File: config.mk
export PLATFORM = sky130hd
export DESIGN_NAME = cmos_dvp_pattern_tx
export DESIGN_NICKNAME = d
export VERILOG_FILES = /design/src/rtl/cmos_dvp_pattern_tx_pkg.sv /design/src/rtl/cmos_tx_pattern_gen.sv /design/src/rtl/cmos_dvp_pattern_tx.sv
export SDC_FILE = /design/constraint.sdc
export NUM_CORES = 1
export LEC_CHECK = 0
export CORE_MARGIN = 8
export CORE_UTILIZATION = 40
export CTS_BUF_LIST = sky130_fd_sc_hd__clkbuf_8 sky130_fd_sc_hd__clkbuf_16
export DETAILED_ROUTE_END_ITERATION = 8
export GPL_TIMING_DRIVEN = 0
export HOLD_SLACK_MARGIN = 0.02
export PLACE_DENSITY = 0.68
export REMOVE_ABC_BUFFERS = 1
export SLEW_MARGIN = 10
export SYNTH_ARGS = -nofsm -noshare
export SYNTH_HDL_FRONTEND = slang
export SYNTH_HIERARCHICAL = 1
export SYNTH_SLANG_ARGS = --single-unit
File: constraint.sdc
create_clock -name cmos_pclk -period 7.5 [get_ports cmos_pclk]
set_input_delay 0.75 -clock cmos_pclk [delete_from_list [all_inputs] [get_ports cmos_pclk]]
set_output_delay 0.75 -clock cmos_pclk [all_outputs]
set_load 0.02 [all_outputs]
File: src/rtl/cmos_dvp_pattern_tx_pkg.sv
// Shared definitions for the DVP test-pattern transmitter: FSM states, pattern codes and pixel constants.
// Optional PRBS mode 3 is selected with CMOS_TX_PRBS_EN; its seed and taps live here.
package cmos_dvp_pattern_tx_pkg;

   typedef enum logic [2:0] {
      ST_IDLE    = 3'd0,
      ST_V_BACK  = 3'd1,
      ST_ACTIVE  = 3'd2,
      ST_V_FRONT = 3'd3,
      ST_VSYNC   = 3'd4
   } state_t;

   typedef enum logic [1:0] {
      PAT_XRAMP = 2'd0,
      PAT_YRAMP = 2'd1,
      PAT_BARS  = 2'd2,
      PAT_MODE3 = 2'd3
   } pat_t;

   localparam logic [7:0] BAR_TOP   = 8'hFF;
   localparam logic [7:0] BAR_STEP  = 8'h24;
   localparam logic [7:0] PRBS_SEED = 8'hFF;
   // Feedback taps for the left-shifting PRBS8 (bits 7,4,3,0).
   localparam logic [7:0] PRBS_TAPS = 8'h99;

   function automatic int clog2_min1(input int n);
      return (n <= 2) ? 1 : $clog2(n);
   endfunction

endpackage

File: src/rtl/cmos_tx_pattern_gen.sv
// RAW8 pattern generator: one register stage from (x, y, pattern, pix_en) to pixel; zero outside pix_en.
// CMOS_TX_PRBS_EN turns mode 3 into a PRBS8 stream, otherwise mode 3 is x + frame_cnt.
module cmos_tx_pattern_gen
   import cmos_dvp_pattern_tx_pkg::*;
#(
   parameter int H_ACTIVE = 640,
   parameter int XW       = 10
) (
   input  logic          cmos_pclk,
   input  logic          rst_n,
   input  logic          pix_en,
   input  logic [XW-1:0] x,
   input  logic [7:0]    y,
   input  pat_t          pattern,
`ifdef CMOS_TX_PRBS_EN
   input  logic          frame_start,
`else
   input  logic [7:0]    frame_cnt,
`endif
   output logic [7:0]    pix_dat
);

   localparam int BAR_W = H_ACTIVE / 8;

   logic [2:0] bar;
   logic [7:0] pix_d, pix_q;

   // Pixels past the last full bar (or every pixel when H_ACTIVE < 8) fall into bar 7.
   always_comb begin
      bar = 3'd0;
      for (int b = 1; b < 8; b++) begin
         if (32'(x) >= b * BAR_W) bar = 3'(b);
      end
   end

`ifdef CMOS_TX_PRBS_EN
   logic [7:0] lfsr_d, lfsr_q;

   always_comb begin
      lfsr_d = lfsr_q;
      if (frame_start)
         lfsr_d = PRBS_SEED;
      else if (pix_en && pattern == PAT_MODE3)
         lfsr_d = {lfsr_q[6:0], ^(lfsr_q & PRBS_TAPS)};
   end

   always_ff @(posedge cmos_pclk or negedge rst_n) begin
      if (!rst_n) lfsr_q <= PRBS_SEED;
      else        lfsr_q <= lfsr_d;
   end
`endif

   always_comb begin
      pix_d = 8'd0;
      if (pix_en) begin
         case (pattern)
            PAT_XRAMP: pix_d = 8'(x);
            PAT_YRAMP: pix_d = y;
            PAT_BARS:  pix_d = BAR_TOP - 8'(bar) * BAR_STEP;
`ifdef CMOS_TX_PRBS_EN
            PAT_MODE3: pix_d = lfsr_q;
`else
            PAT_MODE3: pix_d = 8'(x) + frame_cnt;
`endif
            default:   pix_d = 8'd0;
         endcase
      end
   end

   always_ff @(posedge cmos_pclk or negedge rst_n) begin
      if (!rst_n) pix_q <= 8'd0;
      else        pix_q <= pix_d;
   end

   assign pix_dat = pix_q;

endmodule

File: src/rtl/cmos_dvp_pattern_tx.sv
// DVP sensor emulator: vsync/href timing FSM with h/v counters, frame counter and RAW8 patterns; all outputs registered.
// CMOS_TX_PRBS_EN selects PRBS8 for mode 3 instead of the moving ramp.
module cmos_dvp_pattern_tx
   import cmos_dvp_pattern_tx_pkg::*;
#(
   parameter int H_ACTIVE = 640,
   parameter int H_BLANK  = 160,
   parameter int V_ACTIVE = 480,
   parameter int V_BACK   = 2,
   parameter int V_FRONT  = 2,
   parameter int V_SYNC   = 3
) (
   input  logic       cmos_pclk,
   input  logic       rst_n,
   input  logic       enable,
   input  logic [1:0] pattern_sel,
   output logic       cmos_vsync,
   output logic       cmos_href,
   output logic [7:0] cmos_data,
   output logic       frame_done,
   output logic [7:0] frame_cnt
);

   localparam int H_TOTAL = H_ACTIVE + H_BLANK;
   localparam int HW      = clog2_min1(H_TOTAL);
   localparam int V_MAX_A = (V_ACTIVE > V_BACK) ? V_ACTIVE : V_BACK;
   localparam int V_MAX_B = (V_FRONT > V_SYNC) ? V_FRONT : V_SYNC;
   localparam int V_MAX   = (V_MAX_A > V_MAX_B) ? V_MAX_A : V_MAX_B;
   localparam int VW      = clog2_min1(V_MAX);
   localparam logic [HW-1:0] H_LAST = HW'(H_TOTAL - 1);

   state_t        state_d, state_q;
   logic [HW-1:0] h_cnt_d, h_cnt_q;
   logic [VW-1:0] v_cnt_d, v_cnt_q, v_last;
   pat_t          pat_d, pat_q;
   logic          vsync_d, vsync_q, href_d, href_q, done_d, done_q;
   logic [7:0]    fcnt_d, fcnt_q;
   logic          frame_start;

   always_comb begin
      state_d = state_q;
      h_cnt_d = h_cnt_q;
      v_cnt_d = v_cnt_q;
      case (state_q)
         ST_V_BACK:  v_last = VW'(V_BACK - 1);
         ST_ACTIVE:  v_last = VW'(V_ACTIVE - 1);
         ST_V_FRONT: v_last = VW'(V_FRONT - 1);
         ST_VSYNC:   v_last = VW'(V_SYNC - 1);
         default:    v_last = '0;
      endcase
      if (state_q == ST_IDLE) begin
         h_cnt_d = '0;
         v_cnt_d = '0;
         if (enable) state_d = ST_V_BACK;
      end else if (h_cnt_q != H_LAST) begin
         h_cnt_d = h_cnt_q + 1'b1;
      end else begin
         h_cnt_d = '0;
         if (v_cnt_q != v_last) begin
            v_cnt_d = v_cnt_q + 1'b1;
         end else begin
            v_cnt_d = '0;
            case (state_q)
               ST_V_BACK:  state_d = ST_ACTIVE;
               ST_ACTIVE:  state_d = ST_V_FRONT;
               ST_V_FRONT: state_d = ST_VSYNC;
               // enable only matters here, so a mid-frame drop still finishes the frame.
               ST_VSYNC:   state_d = enable ? ST_V_BACK : ST_IDLE;
               default:    state_d = ST_IDLE;
            endcase
         end
      end
   end

   // Outputs are decoded from next-state values so the registered copies line up with the state.
   always_comb begin
      frame_start = (state_d == ST_V_BACK) && (state_q != ST_V_BACK);
      vsync_d     = (state_d == ST_V_BACK) || (state_d == ST_ACTIVE) || (state_d == ST_V_FRONT);
      href_d      = (state_d == ST_ACTIVE) && (32'(h_cnt_d) < H_ACTIVE);
      done_d      = (state_d == ST_VSYNC) && (state_q != ST_VSYNC);
      fcnt_d      = done_d ? fcnt_q + 8'd1 : fcnt_q;
      pat_d       = frame_start ? pat_t'(pattern_sel) : pat_q;
   end

   always_ff @(posedge cmos_pclk or negedge rst_n) begin
      if (!rst_n) begin
         state_q <= ST_IDLE;
         h_cnt_q <= '0;
         v_cnt_q <= '0;
         pat_q   <= PAT_XRAMP;
         vsync_q <= 1'b0;
         href_q  <= 1'b0;
         done_q  <= 1'b0;
         fcnt_q  <= 8'd0;
      end else begin
         state_q <= state_d;
         h_cnt_q <= h_cnt_d;
         v_cnt_q <= v_cnt_d;
         pat_q   <= pat_d;
         vsync_q <= vsync_d;
         href_q  <= href_d;
         done_q  <= done_d;
         fcnt_q  <= fcnt_d;
      end
   end

   cmos_tx_pattern_gen #(
      .H_ACTIVE (H_ACTIVE),
      .XW       (HW)
   ) u_pattern_gen (
      .cmos_pclk   (cmos_pclk),
      .rst_n       (rst_n),
      .pix_en      (href_d),
      .x           (h_cnt_d),
      .y           (8'(v_cnt_d)),
      .pattern     (pat_q),
`ifdef CMOS_TX_PRBS_EN
      .frame_start (frame_start),
`else
      .frame_cnt   (fcnt_q),
`endif
      .pix_dat     (cmos_data)
   );

   assign cmos_vsync = vsync_q;
   assign cmos_href  = href_q;
   assign frame_done = done_q;
   assign frame_cnt  = fcnt_q;

endmodule

==> results of run 1 <==
-- layer usage --
layer / global-route usage (%) / wire (um) / vias to the layer above
met1: 18.6 / 3100 / 1114
met3: 2.82 / 361 / 10
met5: 0 / 0 / -
li1: - / - / 1124
met4: 4.60 / 102 / 0
met2: 22.9 / 3120 / 75
-- metrics by stage --
step | hold slack, ns | area (um2) | total power, mW | instances
after CTS | 0.384 | 3150 | 0.434 | 394
after global routing | 0.390 | 3150 | 0.445 | 394
after global placement | 0.488 | 3000 | 0.244 | 384
final | 0.375 | 3150 | 0.428 | 394
after detailed placement | 0.498 | 3030 | 0.245 | 386
after floorplan | 0.454 | 2670 | 0.237 | 281
-- flip-flops by register name, indices dropped and copies added, names as in the netlist --
| name | count |
|---|---|
| h_cnt_q | 10 |
| v_cnt_q | 9 |
| frame_cnt | 8 |
| u_pattern_gen/pix_dat | 8 |
| state_q | 3 |
| pat_q | 2 |
| cmos_href | 1 |
| cmos_vsync | 1 |
| frame_done | 1 |
-- final timing paths --
check                                                           to  depth (start not counted)
worst min-delay path            u_pattern_gen/pix_dat[1]$_DFF_PN0_                          1
worst min register to register              v_cnt_q[8]$_DFFE_PN0P_                          1
max in group asynchronous                     h_cnt_q[3]$_DFF_PN0_                          2
min in group cmos_pclk                      v_cnt_q[8]$_DFFE_PN0P_                          1
worst max register to register  u_pattern_gen/pix_dat[2]$_DFF_PN0_                          7
worst max-delay path            u_pattern_gen/pix_dat[2]$_DFF_PN0_                          7
-- cell usage after synthesis (6+ instances only) --
cell      number  area (um2)
o21ai_0       13        65.1
xor2_1        14         123
nand3_1       14        70.1
xnor2_1       12         105
o31ai_1        7        52.6
nor2_1        29         109
nand4_1       10        62.6
clkbuf_1       8        30.0
nand2_1       16        60.1
nor3_1        13        65.1
a211oi_1       6        45.0
dfrtp_1       43        1080
a21oi_1       11        55.1
inv_1         10        37.5
ha_1          10         125
-- cells by family (layout without fill, tap and decap cells) --
group / after synthesis / after routing / synth area share [%]
multiplexers: 3 / 3 / 1.14
flip-flops: 43 / 43 / 39.4
adder cells (fa/ha/maj): 11 / 11 / 5.31
AND/OR/NAND/NOR: 115 / 115 / 23.2
AO/OA/AOI/OAI: 73 / 73 / 18.9
buffers and inverters: 24 / 43 / 3.75
XOR/XNOR: 26 / 26 / 8.33
-- report_power, final --
part	total, mW	switching (mW)	internal, mW	leakage, nW
Clock	0.188	0.0807	0.108	0.0612
Sequential	0.232	0	0.232	0.576
Combinational	0.00825	0.00549	0.00276	0.657
Total	0.428	0.0862	0.342	1.29
-- layout make-up --
type / count / area (um2) / area share (%)
clock buffer: 6 / 82.6 / 2.62
clock inverter: 2 / 35.0 / 1.11
inverter: 10 / 37.5 / 1.19
multi-input combinational: 228 / 1560 / 49.6
sequential: 43 / 1080 / 34.2
tap: 80 / 100 / 3.18
timing repair buffer: 25 / 256 / 8.15
-- critical path, cell delays in order, from the launching register on --
cell and delay [ns]:
dfrtp_1 0.63, or3b_1 0.39, a2111oi_0 0.49, o2111ai_2 0.31, or4_1 0.56, a211oi_2 0.68
nand2b_1 0.17, o31ai_1 0.37
==> results by group, run 1 <==
Status
  – Status: finished, final reports clean

Logic synthesis
  – Async S/R FF share, synth: 100%
  – Synth Instances: 295
  – Number of flops mapped to enable cells by yosys: 0
  – Synth warn: 6
  – Count of state elements after synthesis: 43
  – Main synth FF type: dfrtp_1
  – Synth cell types: 59
  – Register area share after synthesis: 39.4%
  – Mean area per synthesized cell: 9.26 um2
  – Mapped cell area: 2730 um2

CTS
  – Cts repair resizes: 0
  – Clock Sink Count: 43
  – CTS tree: yes
  – Clk_lat worst skew: 0.30 ns
  – Total CTS buffers: 5
  – H-tree depth: 2
  – Setup bufs post-CTS: 0
  – Post-CTS Hold Fix Bufs: 0
  – CTS clk-pin slew, worst paths: 0.09 ns
  – Clock Tree Root: clkbuf_8
  – Max Buffers Root-to-Sink: 2

Place
  – Buffers on Ports: 23
  – Post-DP HPWL: 4650 um
  – Gp weighted congestion: 0.867
  – Worst slack at placement: 3.87 ns

STA
  – RSZ-0062 raised after global routing: no
  – Final setup vio count: 0
  – FMAX: 0.269 GHz
  – Slew HR: 49.7%
  – Final worst slack: 3.78 ns
  – Worst-Margin Slew: 0.752 ns
  – Final Hold Fails: 0
  – Final worst-path cycle share: 49.6%
  – Final worst path period need: 3.72 ns
  – Worst Skew: 0.0106 ns
  – Setup tns final: 0 ns
  – Final Max Slew Viols: 0

Worst setup path
  – Crit path launch type: register
  – Crit-path max FO: 17
  – CP startpoint: state_q[2]$_DFF_PN0_
  – Critical path endpoint category: register
  – R2R Setup Slk: 3.78 ns
  – Critical path arrival: 3.90 ns
  – Setup CP Type: register to register
  – CP required: 7.67 ns
  – Crit Reg-Reg Startpoint: state_q[2]$_DFF_PN0_

Finish
  – Finished Core Util: 46.9%
  – Most frequent cells in the layout: dfrtp_1 (43), nor2_1 (29), clkdlybuf4s50_1 (22), nand2_1 (16)
  – Fraction of final layout cells sized beyond drive strength 1: 7.32%
  – P&R area growth vs syn: 15.2%
  – Antenna Cells: 0
  – Most common cell after layout, fill and taps aside: dfrtp_1
  – Fillers: 623
  – # nets final: 329

Global route
  – Vias in the first global route: 2293
  – First-pass GRT wire length: 11300 um
  – Initial antenna violation count: 0
  – Pin count of the biggest net entering global routing: 28
  – GR Util All Layers: 14.2%
  – GRT overflow: 0

Pwr
  – Power per Cell Area: 136 nW/um2
  – Leak Pwr: 1.29 nW
  – VDD IR-drop max: 0.0756 mV

Job
  – # Max-Cap Violations: 0

Drt
  – Via-per-instance ratio: 5.90
  – Number of remaining DRC errors: 0
  – Detailed Routing Iterations Pass 1: 4
  – Via count: 2323
  – First DRT Iteration DRCs: 201
  – Avg WL per Cell: 17.0 um
  – Antenna viol nets, final: 0
  – Final WL: 6680 um

Die
  – Initial core utilization: 40.7%
  – Core Region: 6720 um2
  – Die Span Y: 98.7 um
  – Die width: 98.7 um
  – # rows: 30
  – I/O pin cnt: 24
  – Die area: 9730 um2

Min path
  – Hold Path Class: primary input to asynchronous set/reset pin
(Power assumes the default switching activity.)
==> run 2, diff against run 1 <==
Clock period 7.5 ns to 3.8 ns, I/O delays scaled along.
==> results by group, run 2 (synthesized netlist as in run 1, its figures left out) <==
CTS
  – Clock Sink Count: 43 (unchanged)
  – Max Buffers Root-to-Sink: 2 (unchanged)
  – Clk_lat worst skew: 0.30 ns (about the same)
  – Total CTS buffers: 5 (unchanged)
  – H-tree depth: 2 (unchanged)
  – Setup bufs post-CTS: 0 (unchanged)
  – CTS tree: yes
  – Clock Tree Root: clkbuf_8
  – CTS clk-pin slew, worst paths: 0.09 ns (about the same)

Min path
  – Hold_sp: v_cnt_q[8]$_DFFE_PN0P_
  – Hold Path Class: register to register

Job
  – # Max-Cap Violations: 0 (unchanged)

Global route
  – Pin count of the biggest net entering global routing: 28 (unchanged)
  – Initial antenna violation count: 0 (unchanged)
  – GR Util All Layers: 14.2% (unchanged)
  – First-pass GRT wire length: 11300 um (unchanged)
  – Vias in the first global route: 2298 (+0.22%)
  – GRT overflow: 0 (unchanged)

Finish
  – Biggest register: h_cnt_q
  – Fraction of final layout cells sized beyond drive strength 1: 7.30% (-0.023 points)
  – Antenna Cells: 0 (unchanged)
  – Finished Layout Cells: 395 (+0.25%)
  – P&R area growth vs syn: 15.8%
  – Finished Core Util: 47.1% (+0.26 points)
  – Most frequent cells in the layout: dfrtp_1 (43), nor2_1 (29), clkdlybuf4s50_1 (22), nand2_1 (16)
  – Most common cell after layout, fill and taps aside: dfrtp_1
  – Largest regs: h_cnt_q: 10 flops, v_cnt_q: 9 flops
  – # nets final: 330 (+0.30%)
  – Fillers: 623 (unchanged)
  – Max reg flops: 10 (unchanged)

STA
  – Slew HR: 49.5% (-0.22 points)
  – FMAX: 0.277 GHz (+3.2%)
  – Final worst path period need: 3.61 ns (-0.115 ns)
  – Min Hold Slack: 0.525 ns (+0.149 ns)
  – Worst Skew: 0.00925 ns (-0.00138 ns)
  – Final worst-path cycle share: 94.9% (+45 points)
  – RSZ-0062 raised after global routing: no
  – Final Hold Fails: 0 (unchanged)
  – Final setup vio count: 0 (unchanged)
  – Final Max Slew Viols: 0 (unchanged)
  – Worst-Margin Slew: 0.754 ns (+0.00191 ns)
  – Final worst slack: 0.192 ns (-3.58 ns)

Pwr
  – Comb power frac: 2.0% (about the same)
  – P_int: 676 uW (+98%)
  – Net Sw Frac: 20.1% (about the same)
  – Flop pwr share: 54.0% (about the same)
  – Clk pwr share: 44.0% (about the same)
  – Switch Pwr: 170 uW (+98%)
  – Power per Cell Area: 267 nW/um2 (+96%)
  – Leak Pwr: 1.30 nW (+0.24%)
  – Total power: 846 uW (+98%)
  – VDD IR-drop max: 0.148 mV (+96%)

Worst setup path
  – Crit-path max FO: 17 (unchanged)
  – Critical path arrival: 3.78 ns (-0.12 ns)
  – Crit path max-delay family: compound AO/OA/AOI/OAI gates
  – CP required: 3.97 ns (-3.70 ns)
  – CP startpoint: state_q[2]$_DFF_PN0_
  – CP max stage delay: 0.66 ns (-0.02 ns)
  – Critical path endpoint category: register
  – Setup CP Type: register to register
  – Worst Path Buf+Inv: 0 (unchanged)
  – Worst path cell trace: or3b_1 -> a2111oi_0 -> o2111ai_2 -> or4_1 -> a211oi_4 -> nand2b_1 -> o31ai_1
  – Crit path launch type: register
  – Crit Reg-Reg Startpoint: state_q[2]$_DFF_PN0_
  – Critical path's slowest cell: dfrtp_1

Drt
  – Antenna viol nets, final: 0 (unchanged)
  – Final WL: 6670 um (-0.15%)
  – Via count: 2325 (+0.086%)
  – Avg WL per Cell: 16.9 um (-0.40%)
  – Via-per-instance ratio: 5.89 (-0.17%)
  – Detailed Routing Iterations Pass 1: 4 (unchanged)
  – Number of remaining DRC errors: 0 (unchanged)
  – First DRT Iteration DRCs: 200 (-0.50%)

Die
  – Core Region: 6720 um2 (unchanged)
  – Die Span Y: 98.7 um (unchanged)
  – I/O pin cnt: 24 (unchanged)
  – Initial core utilization: 40.7% (unchanged)
  – # rows: 30 (unchanged)
  – Die area: 9730 um2 (unchanged)
  – Die width: 98.7 um (unchanged)

Place
  – Buffers on Ports: 23 (unchanged)
  – Post-DP HPWL: 4650 um (unchanged)
  – Placed insts: 386 (unchanged)
  – Gp weighted congestion: 0.867 (unchanged)
  – Worst slack at placement: 0.172 ns (-3.70 ns)

Status
  – Status: finished, final reports clean
-- run 2: per-layer routing --
| metal | routed length (um) | up-vias | GRT usage, % |
|---|---|---|---|
| met3 | 319 | 9 | 2.82 |
| met2 | 3120 | 75 | 22.9 |
| met1 | 3120 | 1110 | 18.6 |
| met4 | 119 | 0 | 4.60 |
| li1 | - | 1131 | - |
| met5 | 0 | - | 0 |
-- run 2: final timing paths --
path	endpoint	slack, ns	cells after the start
max in group asynchronous	h_cnt_q[3]$_DFF_PN0_	2.77	3
min in group asynchronous	u_pattern_gen/pix_dat[1]$_DFF_PN0_	0.55	2
hold / removal	v_cnt_q[8]$_DFFE_PN0P_	0.52	1
hold reg to reg	v_cnt_q[8]$_DFFE_PN0P_	0.52	1
setup / recovery	u_pattern_gen/pix_dat[2]$_DFF_PN0_	0.19	7
setup reg to reg	u_pattern_gen/pix_dat[2]$_DFF_PN0_	0.19	7
-- run 2: what timing repair did --
item	in CTS	in global routing
endpoints found under the hold margin	9	0
resized for setup	0	1
hold buffers	1	0
setup endpoints to repair	0	4
-- run 2: stage by stage --
stage / TNS [ns] / area, um2
2_1_floorplan: 0 / 2670
3_3_place_gp: -3.52 / 3000
3_5_place_dp: 0 / 3030
4_1_cts: 0 / 3160
5_1_grt: 0 / 3170
6_report: 0 / 3170
-- run 2: cell type report --
cell class	count	area [um2]	area share (%)
multi-input combinational	228	1570	49.5
clock inverter	2	35.0	1.11
tap	80	100	3.16
timing repair buffer	26	267	8.42
inverter	10	37.5	1.19
sequential	43	1080	34.0
clock buffer	6	82.6	2.61
-- run 2: power by group through the flow --
stage                     sequential (mW)  clock, mW  combinational (mW)
after CTS                           0.457      0.383              0.0180
after global placement              0.466          0              0.0152
final                               0.457      0.372              0.0170
after detailed placement            0.466          0              0.0171
after floorplan                     0.466          0            0.000481
after global routing                0.457      0.402              0.0197
